**src/rtl/instr_decode_flags.sv**
```systemverilog
// Instruction register, opcode/field decoder and ALU flags register feeding control_unit.
// Also tracks sticky illegal opcodes and the number of IR loads since reset.
package k_and_s_pkg;
  typedef enum logic [3:0] {
    I_NOP,
    I_BRANCH,
    I_BZERO,
    I_BNZERO,
    I_BNEG,
    I_BNNEG,
    I_BOV,
    I_BNOV,
    I_LOAD,
    I_STORE,
    I_MOVE,
    I_ADD,
    I_SUB,
    I_AND,
    I_OR,
    I_HALT
  } decoded_instruction_type;
endpackage

module instr_decode_flags
  import k_and_s_pkg::*;
#(
  parameter int unsigned DATA_WIDTH  = 16,
  parameter int unsigned ADDR_WIDTH  = 5,
  parameter int unsigned RADDR_WIDTH = 2,
  parameter int unsigned CNT_WIDTH   = 16
) (
  input  logic                    clk,
  input  logic                    rst,
  input  logic                    ir_enable,
  input  logic [DATA_WIDTH-1:0]   instr_in,
  input  logic                    flags_reg_enable,
  input  logic                    alu_zero,
  input  logic                    alu_neg,
  input  logic                    alu_uov,
  input  logic                    alu_sov,
  output decoded_instruction_type decoded_instruction,
  output logic [RADDR_WIDTH-1:0]  a_addr,
  output logic [RADDR_WIDTH-1:0]  b_addr,
  output logic [RADDR_WIDTH-1:0]  c_addr,
  output logic [ADDR_WIDTH-1:0]   mem_addr,
  output logic                    zero_op,
  output logic                    neg_op,
  output logic                    unsigned_overflow,
  output logic                    signed_overflow,
  output logic                    illegal_op,
  output logic [CNT_WIDTH-1:0]    instr_count
);

  logic [DATA_WIDTH-1:0] ir_q, ir_d;
  logic                  zero_q, zero_d;
  logic                  neg_q, neg_d;
  logic                  uov_q, uov_d;
  logic                  sov_q, sov_d;
  logic                  illegal_q, illegal_d;
  logic [CNT_WIDTH-1:0]  count_q, count_d;
  logic                  unused_ir_bit;

  function automatic logic opcode_legal(input logic [7:0] op);
    unique case (op)
      8'h00, 8'h01, 8'h02, 8'h03, 8'h04, 8'h05, 8'h06, 8'h07,
      8'h81, 8'h82, 8'h83, 8'hA1, 8'hA2, 8'hA3, 8'hA4, 8'hFF: opcode_legal = 1'b1;
      default:                                                opcode_legal = 1'b0;
    endcase
  endfunction

  always_comb begin
    ir_d      = ir_q;
    count_d   = count_q;
    illegal_d = illegal_q;
    if (ir_enable) begin
      ir_d    = instr_in;
      count_d = count_q + CNT_WIDTH'(1);
      // Flag the opcode at the same edge it enters the IR.
      if (!opcode_legal(instr_in[15:8])) illegal_d = 1'b1;
    end
  end

  always_comb begin
    zero_d = zero_q;
    neg_d  = neg_q;
    uov_d  = uov_q;
    sov_d  = sov_q;
    if (flags_reg_enable) begin
      zero_d = alu_zero;
      neg_d  = alu_neg;
      uov_d  = alu_uov;
      sov_d  = alu_sov;
    end
  end

  always_ff @(posedge clk) begin
    if (rst) begin
      ir_q      <= '0;
      zero_q    <= 1'b0;
      neg_q     <= 1'b0;
      uov_q     <= 1'b0;
      sov_q     <= 1'b0;
      illegal_q <= 1'b0;
      count_q   <= '0;
    end else begin
      ir_q      <= ir_d;
      zero_q    <= zero_d;
      neg_q     <= neg_d;
      uov_q     <= uov_d;
      sov_q     <= sov_d;
      illegal_q <= illegal_d;
      count_q   <= count_d;
    end
  end

  always_comb begin
    decoded_instruction = I_NOP;
    a_addr              = '0;
    b_addr              = '0;
    c_addr              = '0;
    mem_addr            = '0;
    unique case (ir_q[15:8])
      8'h01: decoded_instruction = I_BRANCH;
      8'h02: decoded_instruction = I_BZERO;
      8'h03: decoded_instruction = I_BNZERO;
      8'h04: decoded_instruction = I_BNEG;
      8'h05: decoded_instruction = I_BNNEG;
      8'h06: decoded_instruction = I_BOV;
      8'h07: decoded_instruction = I_BNOV;
      8'h81: decoded_instruction = I_LOAD;
      8'h82: decoded_instruction = I_STORE;
      8'h83: decoded_instruction = I_MOVE;
      8'hA1: decoded_instruction = I_ADD;
      8'hA2: decoded_instruction = I_SUB;
      8'hA3: decoded_instruction = I_AND;
      8'hA4: decoded_instruction = I_OR;
      8'hFF: decoded_instruction = I_HALT;
      default: decoded_instruction = I_NOP;
    endcase

    case (decoded_instruction)
      I_ADD, I_SUB, I_AND, I_OR: begin
        c_addr = ir_q[5:4];
        a_addr = ir_q[3:2];
        b_addr = ir_q[1:0];
      end
      I_MOVE: begin
        c_addr = ir_q[3:2];
        a_addr = ir_q[1:0];
      end
      I_LOAD: begin
        c_addr   = ir_q[6:5];
        mem_addr = ir_q[ADDR_WIDTH-1:0];
      end
      I_STORE: begin
        a_addr   = ir_q[6:5];
        mem_addr = ir_q[ADDR_WIDTH-1:0];
      end
      I_BRANCH, I_BZERO, I_BNZERO, I_BNEG, I_BNNEG, I_BOV, I_BNOV: begin
        mem_addr = ir_q[ADDR_WIDTH-1:0];
      end
      default: ;
    endcase
  end

  assign unused_ir_bit     = ir_q[7];
  assign zero_op           = zero_q;
  assign neg_op            = neg_q;
  assign unsigned_overflow = uov_q;
  assign signed_overflow   = sov_q;
  assign illegal_op        = illegal_q;
  assign instr_count       = count_q;

endmodule
```
**config.mk**
```make
export PLATFORM = sky130hd
export DESIGN_NAME = instr_decode_flags
export DESIGN_NICKNAME = d
export VERILOG_FILES = /design/src/rtl/instr_decode_flags.sv
export SDC_FILE = /design/constraint.sdc
export NUM_CORES = 1
export LEC_CHECK = 0
export ABC_AREA = 0
export BUFFER_PORTS_ARGS = -buffer_cell sky130_fd_sc_hd__buf_2
export CORE_ASPECT_RATIO = 1.75
export CORE_MARGIN = 5
export CORE_UTILIZATION = 45
export DETAILED_ROUTE_END_ITERATION = 10
export PLACE_DENSITY = 0.73
export REMOVE_ABC_BUFFERS = 1
export SKIP_CTS_REPAIR_TIMING = 1
export SLEW_MARGIN = 15
export SYNTH_ARGS = -nofsm -noshare
export SYNTH_HDL_FRONTEND = slang
export SYNTH_SLANG_ARGS = --single-unit
```
**constraint.sdc**
```tcl
create_clock -name clk -period 1.45 [get_ports clk]
set_input_delay 0.145 -clock clk [delete_from_list [all_inputs] [get_ports clk]]
set_output_delay 0.145 -clock clk [all_outputs]
set_load 0.1 [all_outputs]
```
==> results of run 1 <==
kinds of logic after synthesis:
logic type               Yosys count  share of synthesized area [%]
multiplexers                      25                          13.98
XOR/XNOR                          16                          7.788
AO/OA/AOI/OAI                     19                          8.275
flip-flops                        36                          40.06
adder cells (fa/ha/maj)            1                         0.6953
AND/OR/NAND/NOR                   89                          25.31
buffers and inverters             17                          3.894
report_power, final:
group	internal (mW)	leakage, nW	switching (mW)
combinational	0.203	0.948	0.348
sequential	1.03	0.297	0.0342
clock	0.423	0.0503	0.336
stage by stage:
stage | area [um^2] | util (%) | hold WS [ns] | total power [mW] | TNS [ns]
floorplan | 1752 | - | 0.2141 | 1.398 | -20.39
CTS | 2639 | 68.25 | 0.09213 | 2.370 | -10.12
global route | 2778 | 71.84 | 0.1063 | 2.488 | -10.71
global placement | 2542 | 65.76 | 0.3802 | 1.605 | -4.968
finish | 2778 | 71.84 | 0.09938 | 2.373 | -9.447
detailed placement | 2542 | 65.76 | 0.3904 | 1.611 | -5.430
flip-flops by register name, indices dropped and copies added, names as in the netlist:
register           count
unsigned_overflow      1
zero_op                1
signed_overflow        1
neg_op                 1
ir_q                  15
illegal_op             1
instr_count           16
cell usage in the layout, fill, tap and decap left out, types with 3 or more instances in the layout:
cell type,instances
a21o_1,3
a21oi_1,3
and2_4,6
buf_12,16
buf_2,43
buf_4,28
clkbuf_8,7
dfxtp_1,31
dfxtp_2,4
inv_1,6
mux2i_1,24
nand2_1,10
nand3_1,3
nand3_2,4
nand4_1,6
nor2_1,38
o22ai_2,3
xnor2_1,4
xor2_1,12
final cells by class:
class | instances | share of cell area [%]
clock buffer | 7 | 3.468
inverter | 6 | 0.8108
multi-input combinational | 150 | 40.05
sequential | 36 | 26.26
tap | 48 | 2.162
timing repair buffer | 88 | 27.25
routing by layer:
layer,global-route usage [%],vias up
li1,-,854
met2,35.38,34
met3,3.591,11
met1,16.91,814
met5,0,-
met4,9.091,0
final timing paths:
check	cells past startpoint	startpoint	end
worst max register to register	6	instr_count[6]$_SDFFE_PP0P_	instr_count[15]$_SDFFE_PP0P_
worst min register to register	2	illegal_op$_SDFFE_PP0P_	illegal_op$_SDFFE_PP0P_
worst min-delay path	3	instr_in[5]	ir_q[5]$_SDFFE_PP0P_
worst max-delay path	8	ir_q[11]$_SDFFE_PP0P_	a_addr[1]
critical path: stages, from the launching register on:
cell and delay, ns:
dfxtp_2 0.35, nor4b_4 0.33, buf_4 0.17, nand4_1 0.12
nand3_2 0.13, o21ai_1 0.08, o21a_4 0.25, o22ai_2 0.19
buf_12 0.20
==> flow_metrics.tcl, run 1 <==
set metrics [dict create \
    yosysTopAreaCellShare_pct 40.06 \
    top_layer "met4" \
    setup_slack_ns -0.7870 \
    wl_met1_um 1715 \
    area_growth_pct 54.38 \
    fin_crit_ns 2.237 \
    yosys.area.top_type "dfxtp_1" \
    fp.coreArea_um2 3866 \
    synth_area_leaders "dfxtp_1, mux2i_1, nor2_1, xor2_1, nand2_1" \
    num_antenna_cells 0 \
    maxCapViolations 0 \
    setup_viol 15 \
    rsz0062_at_grt "yes" \
    n_fill_cell 295 \
    grt_usage_pct 18.13 \
    synth_cells 203 \
    die_area_um2 5413 \
    critical_path_class "flip-flop to primary output" \
    grt_max_degree 22 \
    multi_input_area_um2 1112 \
    drtIter0Drc 27 \
    drc_errors 0 \
    h-tree-depth 2 \
    nNetsFinal 312 \
    wl_per_cell_um 14.27 \
    grt-ovfl-total 0 \
    p_per_area_nw_per_um2 854.1 \
    worst_pin_slew_ns 0.5019 \
    clk_pin_slew_worst_paths_ns 0.07 \
    crit_path_start_kind "flip-flop" \
    vias 1713 \
    met2_length_um 2772 \
    cp-end-kind "primary output" \
    regArea_um2 729.5 \
    yosysMostFrequentCell "nor2_1" \
    status "finished with violations" \
    synth_flop_cell "dfxtp_1" \
    clockBufferDepth 2 \
    cts.sinks 36 \
    grt_pass1_wl_um 7569 \
    violations "negative setup slack" \
    dp_hpwl_um 3653 \
    worst_ep_arrival_time_ns 2.09 \
    ys_seq_elements 36 \
    fin_cells 335 \
    clk_latency_ns 0.28 \
    async_flop_share_pct 0 \
    die-width_um 57.80 \
    synth-edff-count 0 \
    max_freq_mhz 447.0 \
    cp_max_fo 6 \
    drive_gt1_share_pct 46.34 \
    row_count 30 \
    port_buffers 58 \
    p_leak_nw 1.296 \
    synth_area_um2 1799 \
    first_pass_iters 5 \
    place_congestion 0.8283 \
    finalMaxSlewViolations 0 \
    place_worst_setup_slack_ns -0.5496 \
    synth_cell_types 40 \
    ant_nets 0 \
    cts_root_buf "clkbuf_8" \
    synth_commonest_cells "nor2_1, dfxtp_1, mux2i_1, xor2_1, nand2_1" \
    dpl.cell_count 325 \
    io_pins 60 \
    cts_tree "built" \
    maxSlewHeadroom_pct 66.77 \
    start_util_pct 46.54 \
    viasPerCell 5.113 \
    dieHeight_um 93.65 \
    yosysSeqAreaShare_pct 40.06 \
    met3_length_um 145 \
    hold_path_class "primary input to flip-flop" \
    syn_area_per_cell_um2 8.863 \
    grt_pass1_vias 1749 \
    reg2reg_slack_ns 0.08 \
    clock_skew_ns 0.004223 \
    cp.required_ns 1.31 \
    cts_buffers 5 \
    synth-warning-count 0 \
    vdd_ir_drop_max_uv 745.0 \
    antenna_found_initial 0 \
    min_period_over_period_pct 154.3 \
    routed_wirelength_um 4782 \
    finalHoldViolCount 0 \
]
Note: power is estimated with default switching activity, not from simulation.
==> run 2, diff against run 1 <==
Settings changed: CORE_ASPECT_RATIO 1.75 to 1.25.
==> run 2 against run 1 <==
Effect of this change: the run still ends with negative setup slack left; critical path type unchanged; sequential cell count is the same; final area shrank 0.18%; final cell count grew 2.4%; non-clock buffer count grew 1; clock skew grew 0.00073 ns; global-route usage shrank 0.064 points; largest power group unchanged; total power shrank 0.58%; worst hold slack lost 0.0028 ns.
==> flow_metrics.tcl, run 2 (synthesis gave the netlist of run 1 again) <==
set metrics [dict create \
    status "finished with violations" \
    violations "negative setup slack" \
    first_pass_iters 5 \
    area_growth_pct 54.10 \
    wl_per_cell_um 13.95 \
    critical_path_class "flip-flop to primary output" \
    clk_latency_ns 0.29 \
    worst_pin_slew_ns 0.4910 \
    cp_max_fo 4 \
    setup_slack_ns -0.8006 \
    hold_path_class "primary input to flip-flop" \
    n_fill_cell 320 \
    crit_path_start_kind "flip-flop" \
    p_clk_share_pct 31.4 \
    drive_gt1_share_pct 47.40 \
    drc_errors 0 \
    swShare_pct 31.32 \
    dp_hpwl_um 3385 \
    h-tree-depth 2 \
    pwr-share-seq_pct 45.2 \
    rsz0062_at_grt "yes" \
    multi_input_area_um2 1107 \
    grt_pass1_vias 1709 \
    vias 1741 \
    internal_power_mw 1.620 \
    finalHoldViolCount 0 \
    switchingPower_mw 0.7387 \
    maxSlewHeadroom_pct 67.49 \
    final_common_cell "buf_2" \
    grt_pass1_wl_um 7596 \
    io_pins 60 \
    mostFrequentLayoutCells "buf_2, nor2_1, buf_4" \
    tns_ns -10.17 \
    ant_nets 0 \
    routed_wirelength_um 4784 \
    clock_skew_ns 0.004956 \
    cts_root_buf "clkbuf_8" \
    dpl.cell_count 330 \
    combPwrFrac_pct 23.4 \
    fin_crit_ns 2.251 \
    largest_reg_flops 16 \
    drtIter0Drc 78 \
    grt_usage_pct 18.06 \
    max_freq_mhz 444.3 \
    min_period_over_period_pct 155.2 \
    worst_ep_arrival_time_ns 2.11 \
    clockBufferDepth 2 \
    cts_tree "built" \
    dieHeight_um 80.70 \
    utilization_pct 72.66 \
    fin_cells 343 \
    antenna_found_initial 0 \
    maxCapViolations 0 \
    place_worst_setup_slack_ns -0.5307 \
    fp.coreArea_um2 3816 \
    grt_max_degree 37 \
    totalPowerFinal_mw 2.359 \
    die_area_um2 5371 \
    p_per_area_nw_per_um2 850.7 \
    regArea_um2 733.2 \
    finalMaxSlewViolations 0 \
    grt-ovfl-total 0 \
    nNetsFinal 313 \
    cp-end-kind "primary output" \
    row_count 25 \
    cts_buffers 5 \
    cp.required_ns 1.31 \
    place_congestion 0.8997 \
    num_antenna_cells 0 \
    setup_viol 15 \
    die-width_um 66.56 \
    p_leak_nw 1.281 \
    viasPerCell 5.076 \
    start_util_pct 47.15 \
    cts.sinks 36 \
    port_buffers 58 \
    clk_pin_slew_worst_paths_ns 0.07 \
    vdd_ir_drop_max_uv 831.2 \
]
==> run 2: cell types whose count changed in the layout (fill, tap and decap cells not counted), sizes merged <==
cell	before	now
clkinvlp	0	1
buf	88	89
==> run 2: area by class of cell <==
class	instances	area share (%)
multi-input cells	150	39.94
repair buffers	89	26.99
flip-flops and latches	36	26.44
clock buffers	7	3.114
well taps	54	2.437
inverters	6	0.8123
clock inverters	1	0.2708
==> run 2: critical path, stage by stage (launching register included) <==
cell and delay (ns):
dfxtp_2 0.35, nor4b_4 0.35, nand2b_1 0.17, buf_4 0.16, buf_4 0.12, nor2_1 0.13
nand2_1 0.13, o22ai_2 0.21, buf_12 0.20
==> run 2: power by group through the flow <==
| stage | clock network [mW] | registers (mW) | logic, mW |
|---|---|---|---|
| 5_1_grt | 0.829 | 1.07 | 0.586 |
| 3_3_place_gp | 0 | 1.08 | 0.514 |
| 3_5_place_dp | 0 | 1.08 | 0.521 |
| 2_1_floorplan | 0 | 1.20 | 0.202 |
| 4_1_cts | 0.760 | 1.06 | 0.523 |
| 6_report | 0.741 | 1.07 | 0.552 |
==> run 2: final timing paths <==
check             cells after the start                   startpoint                            to  slack (ns)
setup / recovery                      8        ir_q[14]$_SDFFE_PP0P_                     c_addr[0]       -0.80
hold / removal                        3                  instr_in[1]          ir_q[1]$_SDFFE_PP0P_         0.1
setup reg to reg                      6  instr_count[0]$_SDFFE_PP0P_  instr_count[14]$_SDFFE_PP0P_        0.05
hold reg to reg                       2      illegal_op$_SDFFE_PP0P_       illegal_op$_SDFFE_PP0P_        0.45
==> run 2: per-stage QoR <==
stage / hold slack [ns] / area (um^2)
global route: 0.09232 / 2773
detailed placement: 0.3918 / 2530
CTS: 0.09023 / 2624
finish: 0.09656 / 2773
floorplan: 0.2141 / 1752
global placement: 0.3786 / 2530
==> run 2: layer usage <==
metal	vias up	GRT usage (%)	wire, um	share of wire (%)
met2	45	32.64	2586	54
met3	8	4.056	200	4.2
li1	861	-	-	-
met1	827	20.21	1924	40
met4	0	6.707	73	1.5
met5	-	0	0	0
==> run 3, diff against run 2 <==
Settings changed: ABC_AREA 0 to default, CAP_MARGIN from default to 20, TNS_END_PERCENT from default to 20.
==> run 3 against run 2 <==
Effect of this change: setup slack got worse by 0.0054 ns; critical path type unchanged; critical path depth did not move; the flow still finishes with violations (negative setup slack); final area fell by 2.2%; register-to-register slack got worse by 0.02 ns; via count fell by 2.1%; total power fell by 0.38%; largest cell class unchanged; fmax fell by 0.24%; sequential power barely moved; highest routed layer unchanged.
==> flow_metrics.tcl, run 3 (synthesis gave the netlist of run 1 again) <==
set metrics [dict create \
    tns_ns -9.382 \
    die-width_um 66.56 \
    violations "negative setup slack" \
    setup_slack_ns -0.8060 \
    hp-start "instr_in[1]" \
    largest_reg_flops 16 \
    port_buffers 58 \
    antenna_found_initial 0 \
    fin_crit_ns 2.256 \
    p_leak_nw 1.263 \
    r2r_cells 6 \
    rsz0062_at_grt "yes" \
    p_per_area_nw_per_um2 866.3 \
    start_util_pct 47.15 \
    grt-ovfl-total 0 \
    setup_viol 15 \
    r2r-end "instr_count[12]$_SDFFE_PP0P_" \
    num_antenna_cells 0 \
    timing.rr.start "instr_count[0]$_SDFFE_PP0P_" \
    cp_max_fo 4 \
    clk_pin_slew_worst_paths_ns 0.07 \
    row_count 25 \
    finalHoldViolCount 0 \
    grt_max_degree 37 \
    wl_per_cell_um 13.70 \
    cts_buffers 5 \
    crit_path_start_kind "flip-flop" \
    dpl.cell_count 330 \
    min_period_over_period_pct 155.6 \
    whs_endpoint "ir_q[1]$_SDFFE_PP0P_" \
    drc_errors 0 \
    worst_ep_arrival_time_ns 2.11 \
    cp.required_ns 1.31 \
    finalMaxSlewViolations 0 \
    vias 1705 \
    drtIter0Drc 93 \
    cp-end-kind "primary output" \
    dieHeight_um 80.70 \
    final_common_cell "buf_2" \
    ant_nets 0 \
    cts.sinks 36 \
    worst_pin_slew_ns 0.4910 \
    utilization_pct 71.08 \
    drive_gt1_share_pct 45.26 \
    cts_root_buf "clkbuf_8" \
    grt_usage_pct 18.06 \
    fp.coreArea_um2 3816 \
    clk_latency_ns 0.29 \
    mostFrequentLayoutCells "buf_2, nor2_1, buf_4" \
    hold_depth 3 \
    clockBufferDepth 2 \
    dp_hpwl_um 3385 \
    max_freq_mhz 443.3 \
    h-tree-depth 2 \
    cts_tree "built" \
    viasPerCell 5.029 \
    fin_cells 339 \
    maxCapViolations 0 \
    grt_pass1_vias 1709 \
    clock_skew_ns 0.004191 \
    place_congestion 0.8997 \
    hold_path_class "primary input to flip-flop" \
    area_growth_pct 50.76 \
    reg2reg_slack_ns 0.03 \
    place_worst_setup_slack_ns -0.5307 \
    whs_ns 0.09228 \
    grt_pass1_wl_um 7596 \
    die_area_um2 5371 \
    status "finished with violations" \
    vdd_ir_drop_max_uv 828.8 \
    critical_path_class "flip-flop to primary output" \
    routed_wirelength_um 4643 \
    io_pins 60 \
    first_pass_iters 4 \
    nNetsFinal 309 \
    maxSlewHeadroom_pct 67.49 \
]
[run 3: cell count changes in the layout (fill, tap and decap cells not counted), sizes merged]
cell,before,now
buf,89,85
[run 3: how the worst max path moves through the flow]
stage	from	cells past startpoint	slack [ns]	to
after global routing	ir_q[14]$_SDFFE_PP0P_	7	-0.96	a_addr[0]
final	ir_q[14]$_SDFFE_PP0P_	8	-0.81	c_addr[0]
after CTS	ir_q[14]$_SDFFE_PP0P_	7	-0.86	a_addr[0]
after detailed placement	ir_q[14]$_SDFFE_PP0P_	7	-0.53	a_addr[0]
after global placement	ir_q[14]$_SDFFE_PP0P_	7	-0.49	a_addr[0]
after floorplan	ir_q[9]$_SDFFE_PP0P_	6	-1.54	a_addr[0]
[run 3: layer usage]
layer / up-vias / track usage [%] / part of all wire [%] / routed length [um]
met5: - / 0 / 0 / 0
met4: 0 / 6.707 / 1.8 / 83
met3: 7 / 4.056 / 3.6 / 166
met2: 38 / 32.64 / 54 / 2489
met1: 813 / 20.21 / 41 / 1903
li1: 847 / - / - / -
[run 3: layout make-up]
class	instances	area, um^2
Inverter	6	22.52
Sequential cell	36	733.2
Fill cell	323	1104
Clock buffer	7	86.33
Multi-Input combinational cell	150	1077
Clock inverter	1	7.507
Tap cell	54	67.56
Timing Repair Buffer	85	718.2
[run 3: where the power goes]
part           internal [mW]  switching [mW]
Combinational          0.197           0.344
Clock                  0.386           0.357
Sequential              1.03          0.0358
[run 3: through the flow]
step / power, mW / area (um^2)
finish: 2.350 / 2713
global route: 2.474 / 2713
CTS: 2.345 / 2624
detailed placement: 1.606 / 2530
global placement: 1.596 / 2530
floorplan: 1.398 / 1752
[run 3: critical path, stage by stage (launching register included)]
cell,delay (ns)
dfxtp_2,0.35
nor4b_4,0.34
nand2b_1,0.17
buf_4,0.16
buf_4,0.12
nor2_1,0.13
nand2_1,0.13
o22ai_2,0.21
buf_12,0.20
